File: config.mk
export PLATFORM = sky130hd
export DESIGN_NAME = bus_arbiter
export DESIGN_NICKNAME = d
export VERILOG_FILES = /design/src/rtl/bus_arbiter_pkg.sv /design/src/rtl/bus_arbiter_rr_pick.sv /design/src/rtl/bus_arbiter.sv
export SDC_FILE = /design/constraint.sdc
export NUM_CORES = 1
export LEC_CHECK = 0
export CAP_MARGIN = 5
export CORE_MARGIN = 2
export CORE_UTILIZATION = 38
export DETAILED_ROUTE_END_ITERATION = 10
export PLACE_DENSITY_LB_ADDON = 0.1
export SYNTH_ARGS = -nofsm -noshare
export SYNTH_HDL_FRONTEND = slang
export SYNTH_SLANG_ARGS = --single-unit
File: constraint.sdc
create_clock -name cpu_clk -period 1.8 [get_ports cpu_clk]
set_input_delay 0.36 -clock cpu_clk [delete_from_list [all_inputs] [get_ports cpu_clk]]
set_output_delay 0.36 -clock cpu_clk [all_outputs]
set_load 0.05 [all_outputs]
File: src/rtl/bus_arbiter_pkg.sv
// Shared definitions for the two-master bus arbiter: FSM encodings, master ids, default timeout.
package bus_defs;

  typedef enum logic [1:0] {
    IDLE = 2'd0,
    BUSY = 2'd1,
    RESP = 2'd2
  } arb_state_e;

  localparam logic M0 = 1'b0;
  localparam logic M1 = 1'b1;

  localparam int DEFAULT_TIMEOUT = 15;

endpackage

File: src/rtl/bus_arbiter_rr_pick.sv
// Combinational two-way round-robin picker: a lone request wins outright,
// a tie goes to the master that was not granted last.
module arb_rr_pick
  import bus_defs::*;
(
  input  logic [1:0] req,
  input  logic       last_grant,
  output logic       gnt_valid,
  output logic       gnt_id
);

  always_comb begin
    gnt_valid = |req;
    gnt_id    = M0;
    case (req)
      2'b01:   gnt_id = M0;
      2'b10:   gnt_id = M1;
      2'b11:   gnt_id = ~last_grant;
      default: gnt_id = M0;
    endcase
  end

endmodule

File: src/rtl/bus_arbiter.sv
// Shares one bridge bus port between two masters with round-robin grant and slave timeout.
// Zero-wait access: req sampled in IDLE at t, bus phase at t+1, one-cycle ack at t+2.
module bus_arbiter
  import bus_defs::*;
#(
  parameter int ADDR_W  = 32,
  parameter int DATA_W  = 32,
  parameter int TIMEOUT = DEFAULT_TIMEOUT
) (
  input  logic              cpu_clk,
  input  logic              cpu_rst,

  input  logic              m0_req,
  input  logic [ADDR_W-1:0] m0_addr,
  input  logic              m0_wen,
  input  logic [DATA_W-1:0] m0_wdata,
  output logic [DATA_W-1:0] m0_rdata,
  output logic              m0_ack,
  output logic              m0_err,

  input  logic              m1_req,
  input  logic [ADDR_W-1:0] m1_addr,
  input  logic              m1_wen,
  input  logic [DATA_W-1:0] m1_wdata,
  output logic [DATA_W-1:0] m1_rdata,
  output logic              m1_ack,
  output logic              m1_err,

  output logic [ADDR_W-1:0] Bus_addr,
  output logic              Bus_wen,
  output logic [DATA_W-1:0] Bus_wdata,
  input  logic [DATA_W-1:0] Bus_rdata,
  input  logic              Bus_ready
);

  localparam int               CNT_W    = $clog2(TIMEOUT + 1);
  localparam logic [CNT_W-1:0] CNT_LAST = CNT_W'(TIMEOUT - 1);

  arb_state_e        state_q, state_d;
  logic              gid_q, gid_d;
  logic              last_q, last_d;
  logic [ADDR_W-1:0] addr_q, addr_d;
  logic              wen_q, wen_d;
  logic [DATA_W-1:0] wdata_q, wdata_d;
  logic [CNT_W-1:0]  cnt_q, cnt_d;
  logic              err_q, err_d;
  logic [DATA_W-1:0] m0_rdata_q, m0_rdata_d;
  logic [DATA_W-1:0] m1_rdata_q, m1_rdata_d;

  logic gnt_valid;
  logic gnt_id;

  arb_rr_pick u_pick (
    .req        ({m1_req, m0_req}),
    .last_grant (last_q),
    .gnt_valid  (gnt_valid),
    .gnt_id     (gnt_id)
  );

  always_comb begin
    state_d    = state_q;
    gid_d      = gid_q;
    last_d     = last_q;
    addr_d     = addr_q;
    wen_d      = wen_q;
    wdata_d    = wdata_q;
    cnt_d      = cnt_q;
    err_d      = err_q;
    m0_rdata_d = m0_rdata_q;
    m1_rdata_d = m1_rdata_q;

    case (state_q)
      IDLE: begin
        if (gnt_valid) begin
          gid_d   = gnt_id;
          addr_d  = (gnt_id == M1) ? m1_addr  : m0_addr;
          wen_d   = (gnt_id == M1) ? m1_wen   : m0_wen;
          wdata_d = (gnt_id == M1) ? m1_wdata : m0_wdata;
          cnt_d   = '0;
          state_d = BUSY;
        end
      end
      BUSY: begin
        if (Bus_ready) begin
          if (gid_q == M1) m1_rdata_d = Bus_rdata;
          else             m0_rdata_d = Bus_rdata;
          err_d   = 1'b0;
          state_d = RESP;
        end else if (cnt_q == CNT_LAST) begin
          // Dead slave: return zero data flagged as an error so the master unblocks.
          if (gid_q == M1) m1_rdata_d = '0;
          else             m0_rdata_d = '0;
          err_d   = 1'b1;
          state_d = RESP;
        end else begin
          cnt_d = cnt_q + 1'b1;
        end
      end
      RESP: begin
        last_d  = gid_q;
        state_d = IDLE;
      end
      default: state_d = IDLE;
    endcase
  end

  always_ff @(posedge cpu_clk) begin
    if (cpu_rst) begin
      state_q    <= IDLE;
      gid_q      <= M0;
      last_q     <= M1;
      addr_q     <= '0;
      wen_q      <= 1'b0;
      wdata_q    <= '0;
      cnt_q      <= '0;
      err_q      <= 1'b0;
      m0_rdata_q <= '0;
      m1_rdata_q <= '0;
    end else begin
      state_q    <= state_d;
      gid_q      <= gid_d;
      last_q     <= last_d;
      addr_q     <= addr_d;
      wen_q      <= wen_d;
      wdata_q    <= wdata_d;
      cnt_q      <= cnt_d;
      err_q      <= err_d;
      m0_rdata_q <= m0_rdata_d;
      m1_rdata_q <= m1_rdata_d;
    end
  end

  // The bus only ever sees the latched request, and only while BUSY.
  assign Bus_addr  = (state_q == BUSY) ? addr_q  : '0;
  assign Bus_wen   = (state_q == BUSY) ? wen_q   : 1'b0;
  assign Bus_wdata = (state_q == BUSY) ? wdata_q : '0;

  assign m0_ack   = (state_q == RESP) && (gid_q == M0);
  assign m1_ack   = (state_q == RESP) && (gid_q == M1);
  assign m0_err   = m0_ack & err_q;
  assign m1_err   = m1_ack & err_q;
  assign m0_rdata = m0_rdata_q;
  assign m1_rdata = m1_rdata_q;

endmodule

# Word-level counts from Yosys, hierarchy flattened
# Index checks and enable logic that the tools add are counted.
[totals]
mem_count = 0
latch_bits = 0
out_inout_bits = 133
mem_bits_ro = 0
regBits = 138
elab_cells = 61
mem_bits_rw = 0
[op_classes]
reduce_logical = 12
shifts = 0
n_bitwise = 4
magnitude_cmp = 0
n_mux = 25
addsub = 1
n_eq_ne = 9
mul = 0
n_div = 0
[op_table]
columns = ["cell", "count"]
rows = [
  ["$mux 32", 12],
  ["$mux 4", 3],
  ["$pmux 4 s2", 1],
  ["$eq 2x2->1 const B", 3],
  ["$mux 2", 3],
  ["$ne 2x2->1 const B", 3],
  ["$reduce_and 2->1", 3],
  ["$reduce_and 3->1", 2],
  ["$add 4x1->4 const B", 1],
  ["$eq 4x4->1 const B", 1],
  ["$mux 1", 4],
  ["$pmux 2 s2", 1],
  ["$reduce_and 4->1", 1],
  ["$reduce_bool 2->1", 2],
  ["$ne 3x3->1 const B", 1],
  ["$and 1x1->1", 2],
  ["$eq 2x1->1 const B", 1],
  ["$logic_and 1x1->1", 2],
  ["$logic_not 2->1", 1],
  ["$not 1->1", 2],
  ["$pmux 1 s2", 1],
  ["$reduce_or 2->1", 1],
]

# Depth between registers and ports, before layout
# Gate-level depths: netlist of the first run.
[depth]
word_depth = 4
ltp_mapped = 7
ltp_nobuf = 5

# By module
# From an unflattened synthesis of the first run, not the netlist that was laid out.
[hier_totals]
hier_cells = 665
area_unflattened_um2 = 6500.0
[modules_own_cells]
columns = ["mod", "cells_per_inst", "area_per_inst_um2", "n_inst"]
rows = [
  ["bus_arbiter", 663, 6486.2, 1],
  ["arb_rr_pick", 2, 13.8, 1],
]

# Worst setup path after synthesis of the first run
# Ideal clock, no wire load.
[synth_path]
path_kind = "register to output"
startpoint = "register gid_q"
endpoint = "output m0_err"
path_slack_ps = -431
n_path_buf = 2
path_stages_with_launch = 5
arrival_time_ps = 1871
path_cell_list = "dfxtp_1 -> clkbuf_1 -> clkbuf_1 -> nor2_1 -> and2_1"
[synth_via]
elab_chain_len = 3
[synth_rtl]
columns = ["element", "line", "text"]
rows = [
  ["start: declaration", "bus_arbiter.sv:40", "logic gid_q, gid_d;"],
  ["start signal: assignment", "bus_arbiter.sv:121", "gid_q <= gid_d;"],
  ["$not 1->1 (no line)", "-", ""],
  ["$logic_and 1x1->1", "bus_arbiter.sv:138", "assign m0_ack = (state_q == RESP) && (gid_q == M0);"],
  ["net m0_ack", "bus_arbiter.sv:18", "output logic m0_ack,"],
  ["$and 1x1->1", "bus_arbiter.sv:140", "assign m0_err = m0_ack & err_q;"],
  ["end: declaration", "bus_arbiter.sv:19", "output logic m0_err,"],
]
# The timed path passes the listed nets, and every way through them passes these cells.

# Worst setup path in the final report of the first run
[layout_path]
startpoint = "register state_q[0]"
endpoint = "output Bus_addr[3]"
[layout_via]
elab_chain_len = 2
[layout_rtl]
columns = ["element", "line", "text"]
rows = [
  ["start: declaration", "bus_arbiter.sv:39", "arb_state_e state_q, state_d;"],
  ["start signal: assignment", "bus_arbiter.sv:120", "state_q <= state_d;"],
  ["$eq 2x1->1", "bus_arbiter.sv:134", "assign Bus_addr = (state_q == BUSY) ? addr_q : '0;"],
  ["$mux 32", "bus_arbiter.sv:134", ""],
  ["end: declaration", "bus_arbiter.sv:29", "output logic [ADDR_W-1:0] Bus_addr,"],
]
# Every way passes these cells.

==> flow_summary_export.csv, run 1 <==
group,metric,value,unit
power,vdd_drop_max,0.0006696,V
grt,grt_pass1_vias,6395,
timing,tightest_slew,0.4687,ns
grt,antenna_found_initial,0,
synth,synthesis.nets,850,
timing,tns,-5.125,ns
timing,fin_skew,0.009434,ns
synth,synth-xor-area-share,0,
grt,overflow,0,
final_layout,final_cell_mix,"clkdlybuf4s50_1 (165), dfxtp_1 (136), buf_4 (108)",
place,hpwl,15120,um
synth,netlist_area,6465,um2
synth,postSynthCellCount,681,
die,initial_utilization,0.3898,
die,die_y,134.4,um
synth,ys_ff_latch,138,
die,fp-row-count,47,
timing,rsz0062_at_grt,"yes",
timing,fmax,526.7,MHz
synth,ys_warn_count,0,
timing,fin_crit_sh,1.055,
detailed_routing,drt-initial-drc-count,311,
power,leakage,4.714,nW
detailed_routing,wirelength,21840,um
place,routabilityCongestion,0.8290,
die,die_x,134.4,um
power,p_per_area,827.6,nW/um2
timing,min_period,1.899,ns
synth,synth.top_cell.area_share,0.4273,
clocking,ctsHtreeMaxLevel,4,
synth,ys_seq_area_frac,0.4273,
setup_path,endpoint_kind,"primary output",
final_layout,final_common_cell,"clkdlybuf4s50_1",
grt,grt_pass1_wl,33570,um
timing,relSlewSlack,0.6876,
clocking,cts_tree,"built",
detailed_routing,dr.pass1.iters,4,
setup_path,crit_arrival,1.54,ns
die,die-area,18070,um2
outcome,status,"finished with violations",
flow_run,maxCapViolations,0,
final_layout,finalNetCount,1152,
clocking,path_clk_slew,0.06,ns
die,ios,300,
setup_path,required,1.44,ns
grt,grtUsageTotal,0.2333,
setup_path,worstPathMaxFanout,8,
clocking,clk_latency,0.41,ns
clocking,cts.sinks,138,
timing,setup_viol,67,
synth,synth_compound_area_frac,0.1881,
detailed_routing,ant_nets,0,
setup_path,critical_path_class,"flip-flop to primary output",
grt,grt_max_degree,47,
detailed_routing,viasPerCell,5.350,
synth,ys_types,36,
place,placed_cells,1174,
synth,synth_top_area_cell,"dfxtp_1",
worst_hold_path,hp-class,"flip-flop to flip-flop",
setup_path,startpoint_type,"flip-flop",
outcome,violations,"negative setup slack",
synth,yosys.area_share.simple,0.1701,
final_layout,antenna_cells,0,
synth,synthAdderAreaFrac,0.003871,
final_layout,area_delta_synth_final,77.07,%
synth,synthTopCellsByArea,"dfxtp_1 (43%), mux2i_1 (15%), a211oi_1 (7.9%), and2_1 (6.6%), a21oi_1 (5.1%)",
clocking,cts_buffers,17,
clocking,cts-root-buf,"clkbuf_16",
clocking,clockBufferDepth,2,
final_layout,instances_no_fill,1216,
place,port_buffers,299,
detailed_routing,vias,6506,
synth,synth.avg_cell_area,9.493,um2
timing,hold_viol,0,
timing,slew_viol_final,0,
die,core-area,16580,um2
detailed_routing,wire_per_inst,17.96,um
timing,worst_slack,-0.09858,ns
final_layout,drive_above_1_share,0.3112,
synth,synth_top_family_by_area,"compound AO/OA/AOI/OAI gates",
synth,synth_mux_area_frac,0.1517,
detailed_routing,drc,0,
final_layout,utilization,0.6903,
[synth_stat cells]
cell	count
a211o_1	1
a211oi_1	68
a21boi_2	1
a21o_1	3
a21oi_1	66
a221oi_1	1
a31o_1	30
a31o_2	2
a31oi_1	1
a31oi_2	1
a41oi_1	1
and2_1	68
and3_1	1
and4_1	1
buf_1	10
buf_2	13
buf_4	1
buf_6	7
clkbuf_1	46
dfxtp_1	138
ha_1	2
inv_1	5
mux2i_1	98
nand2_1	34
nand2b_1	2
nand3b_1	32
nand4_1	1
nor2_1	3
nor2b_1	1
nor3_1	3
nor4_1	33
o2bb2ai_1	1
o31ai_1	1
or2_2	1
or3_1	3
or3b_2	1
[timing repair]
| action | 4_1_cts | 5_1_grt |
|---|---|---|
| buffers inserted | 5 | 1 |
| hold buffers | 0 | 0 |
| cloned | 3 | 1 |
| endpoints found under the setup margin | 69 | 125 |
| pin swaps | 22 | 16 |
| resized for setup | 85 | 4 |
[worst paths after layout]
kind,startpoint,end,slack (ns),depth (start not counted)
worst max register to register,cnt_q[0],m1_rdata[28],0.09,6
worst min register to register,m1_rdata[3],m1_rdata[3],0.46,2
worst max-delay path,state_q[0],Bus_addr[3],-0.1,5
worst min-delay path,m1_rdata[3],m1_rdata[3],0.46,2
[per-layer routing]
layer  share of wire  up-vias  track usage
met4           0.017        0      0.07251
met5               0        -            0
met2            0.52      267       0.4238
met1            0.39     3098       0.2628
li1                -     3114            -
met3           0.079       27      0.06727
[final cells by class]
type | instances | area (um2)
fill | 1298 | 5136
timing repair buffer | 360 | 4200
multi-input combinational | 461 | 3558
sequential | 138 | 2768
clock buffer | 20 | 456.7
tap | 220 | 275.3
clock inverter | 12 | 170.2
inverter | 5 | 18.77
[worst max-delay path: stages (launching register included)]
cell and delay (ns):
dfxtp_4 0.35, nor2b_4 0.18, buf_12 0.16, buf_12 0.13, and2_4 0.17, buf_12 0.13
[sequential cells by signal, summed over array words and instances (netlist names)]
register  flops
wdata_q      32
err_q         1
m1_rdata     32
m0_rdata     32
addr_q       32
gid_q         1
last_q        1
cnt_q         4
wen_q         1
state_q       2
[per-stage QoR]
| step | total power, W | hold slack (ns) | worst slack (ns) | area (um2) |
|---|---|---|---|---|
| finish | 0.009473 | 0.4644 | -0.09858 | 11450 |
| CTS | 0.009510 | 0.4650 | -0.1137 | 11400 |
| floorplan | 0.004518 | 0.4575 | -0.03062 | 6495 |
| detailed placement | 0.005635 | 0.4559 | -0.2174 | 10430 |
| global route | 0.009833 | 0.4788 | -0.1516 | 11450 |
| global placement | 0.005592 | 0.4457 | -0.1680 | 10430 |
[cell families after synthesis]
group / after synthesis
simple gates: 184
compound gates: 177
flops: 138
mux: 98
buf+inv: 82
fa+ha+maj: 2
[power by group]
group / total (W) / switching (W) / internal, W
clock: 0.00370 / 0.00131 / 0.00239
combinational: 0.00241 / 0.00118 / 0.00123
sequential: 0.00337 / 0.000116 / 0.00325
total: 0.00947 / 0.00260 / 0.00687
Power figures use the tool's default switching activity.
==> run 2, diff against run 1 <==
Settings changed: CORE_UTILIZATION 38 to 39, CTS_BUF_LIST from default to sky130_fd_sc_hd__clkbuf_4 sky130_fd_sc_hd__clkbuf_8.
==> run 2 against run 1 <==
The run still ends with negative setup slack left. Non-clock buffer count is 10 lower. Utilization fell by 1.2 points. Register-to-register slack better by 0.05 ns. Largest power group is now registers. Cell count down 0.82%. Clock power down 35%. Critical path type unchanged. Worst hold slack got worse by 0.0015 ns. Global-route usage is 0.086 points lower. Clock skew rose by 0.0029 ns. Critical endpoint is now Bus_wdata[19].
==> flow_summary_export.csv, run 2 (same netlist as run 1, synthesis figures left out) <==
group,metric,value,unit
outcome,status,"finished with violations",
outcome,violations,"negative setup slack",
power,leakage,4.533,nW
setup_path,critical_path_class,"flip-flop to primary output",
clocking,cts_hold_buf,0,
final_layout,final_common_cell,"clkdlybuf4s50_1",
setup_path,required,1.44,ns
detailed_routing,wirelength,21320,um
worst_hold_path,hp-class,"flip-flop to flip-flop",
setup_path,crit_arrival,1.61,ns
die,core-area,16410,um2
timing,setup_viol,65,
place,hpwl,15040,um
timing,slew_viol_final,0,
grt,grt_pass1_wl,33070,um
clocking,cts-root-buf,"clkbuf_8",
detailed_routing,vias,6379,
detailed_routing,drt-initial-drc-count,284,
die,ios,300,
detailed_routing,viasPerCell,5.289,
clocking,clk_latency,0.44,ns
clocking,ctsHtreeMaxLevel,4,
power,vdd_drop_max,0.0004259,V
setup_path,endpoint_kind,"primary output",
clocking,cts.sinks,138,
grt,antenna_found_initial,0,
timing,rsz0062_at_grt,"yes",
grt,overflow,0,
timing,fin_skew,0.01232,ns
grt,grt_pass1_vias,6566,
clocking,cts_tree,"built",
timing,worst_slack,-0.1740,ns
timing,fin_crit_sh,1.097,
final_layout,area_delta_synth_final,72.07,%
timing,min_period,1.974,ns
die,die_y,132.8,um
final_layout,antenna_cells,0,
die,die_x,132.8,um
timing,relSlewSlack,0.6771,
detailed_routing,wire_per_inst,17.68,um
setup_path,critical_path.max_stage_delay,0.37,ns
grt,grt_max_degree,56,
place,routabilityCongestion,0.8097,
setup_path,cp_top_family,"buffers and inverters",
die,die-area,17620,um2
final_layout,finalNetCount,1142,
die,fp-row-count,47,
power,p_per_area,730.8,nW/um2
setup_path,crit_top_cell,"buf_12",
detailed_routing,dr.pass1.iters,5,
place,dpl_cell_area,10420,um2
final_layout,final_cell_mix,"clkdlybuf4s50_1 (165), dfxtp_1 (135), buf_4 (99)",
setup_path,critPathSlowestCell,"dfxtp_4",
timing,tightest_slew,0.4807,ns
grt,grtUsageTotal,0.2324,
die,initial_utilization,0.3940,
setup_path,startpoint_type,"flip-flop",
clocking,clockBufferDepth,2,
power,finalPower,0.008130,W
setup_path,cp_num_buf_inv,3,
timing,hold_viol,0,
clocking,cts_buffers,17,
setup_path,worstPathMaxFanout,10,
detailed_routing,ant_nets,0,
place,port_buffers,299,
final_layout,drive_above_1_share,0.3073,
final_layout,nFillCells,1245,
timing,hold_slack,0.4629,ns
detailed_routing,drc,0,
clocking,path_clk_slew,0.07,ns
flow_run,maxCapViolations,0,
setup_path,path_cells,"nor2b_4 > buf_12 > clkbuf_16 > and2_2 > buf_12",
final_layout,final_area,11120,um2
timing,fmax,506.6,MHz
## run 2: cell count changes in the layout (fill, tap and decap cells not counted), sizes merged
cell / previous run / this run
buf: 194 / 182
clkinvlp: 1 / 5
bufinv: 4 / 1
clkinv: 6 / 4
inv: 6 / 8
clkbuf: 21 / 22
## run 2: repair_timing
| item | CTS | global route |
|---|---|---|
| gates resized for setup | 20 | 60 |
| gates cloned | 0 | 4 |
| pin swaps | 1 | 4 |
| buffers inserted | 1 | 2 |
| setup endpoints to repair | 69 | 131 |
## run 2: worst register-to-register path, delay by kind of cell (launching register included)
family	cells	cell delay, ns
simple gates	1	0.47
flops	1	0.34
buf+inv	2	0.31
fa+ha+maj	1	0.17
mux	1	0.15
compound gates	1	0.10
## run 2: power by group
group | switching, W | leakage, nW | internal, W
Combinational | 0.00115 | 3.22 | 0.00120
Clock | 0.00124 | 0.181 | 0.00117
Sequential | 0.000115 | 1.13 | 0.00325
Total | 0.00251 | 4.53 | 0.00562
## run 2: area by class of cell
type / count / area [um2] / share of cell area
clock inverters: 13 / 117.6 / 0.01057
inverters: 5 / 18.77 / 0.001687
well taps: 220 / 275.3 / 0.02474
flip-flops and latches: 138 / 2771 / 0.2491
multi-input cells: 461 / 3555 / 0.3195
clock buffers: 19 / 261.5 / 0.02351
repair buffers: 350 / 4125 / 0.3708
## run 2: metrics by stage
step,setup TNS [ns],setup slack [ns],cells,utilization
2_1_floorplan,-0.3062,-0.03062,681,-
3_3_place_gp,-13.17,-0.1593,1167,0.6350
3_5_place_dp,-17.51,-0.2112,1167,0.6350
4_1_cts,-10.86,-0.1882,1200,0.6616
5_1_grt,-13.31,-0.2331,1206,0.6780
6_report,-9.263,-0.1740,1206,0.6780
## run 2: final timing paths
kind                startpoint       endpoint  slack (ns)  cells past startpoint
setup / recovery    state_q[0]  Bus_wdata[19]       -0.17                      5
hold / removal    m1_rdata[19]   m1_rdata[19]        0.46                      2
setup reg to reg      cnt_q[0]   m1_rdata[20]        0.14                      6
hold reg to reg   m1_rdata[19]   m1_rdata[19]        0.46                      2
## run 2: layer usage
metal / routed length [um] / GRT usage / up-vias
met4: 399 / 0.08602 / 0
met3: 1763 / 0.08008 / 30
met2: 10660 / 0.3981 / 263
li1: - / - / 3095
met1: 8491 / 0.2684 / 2991
met5: 0 / 0 / -
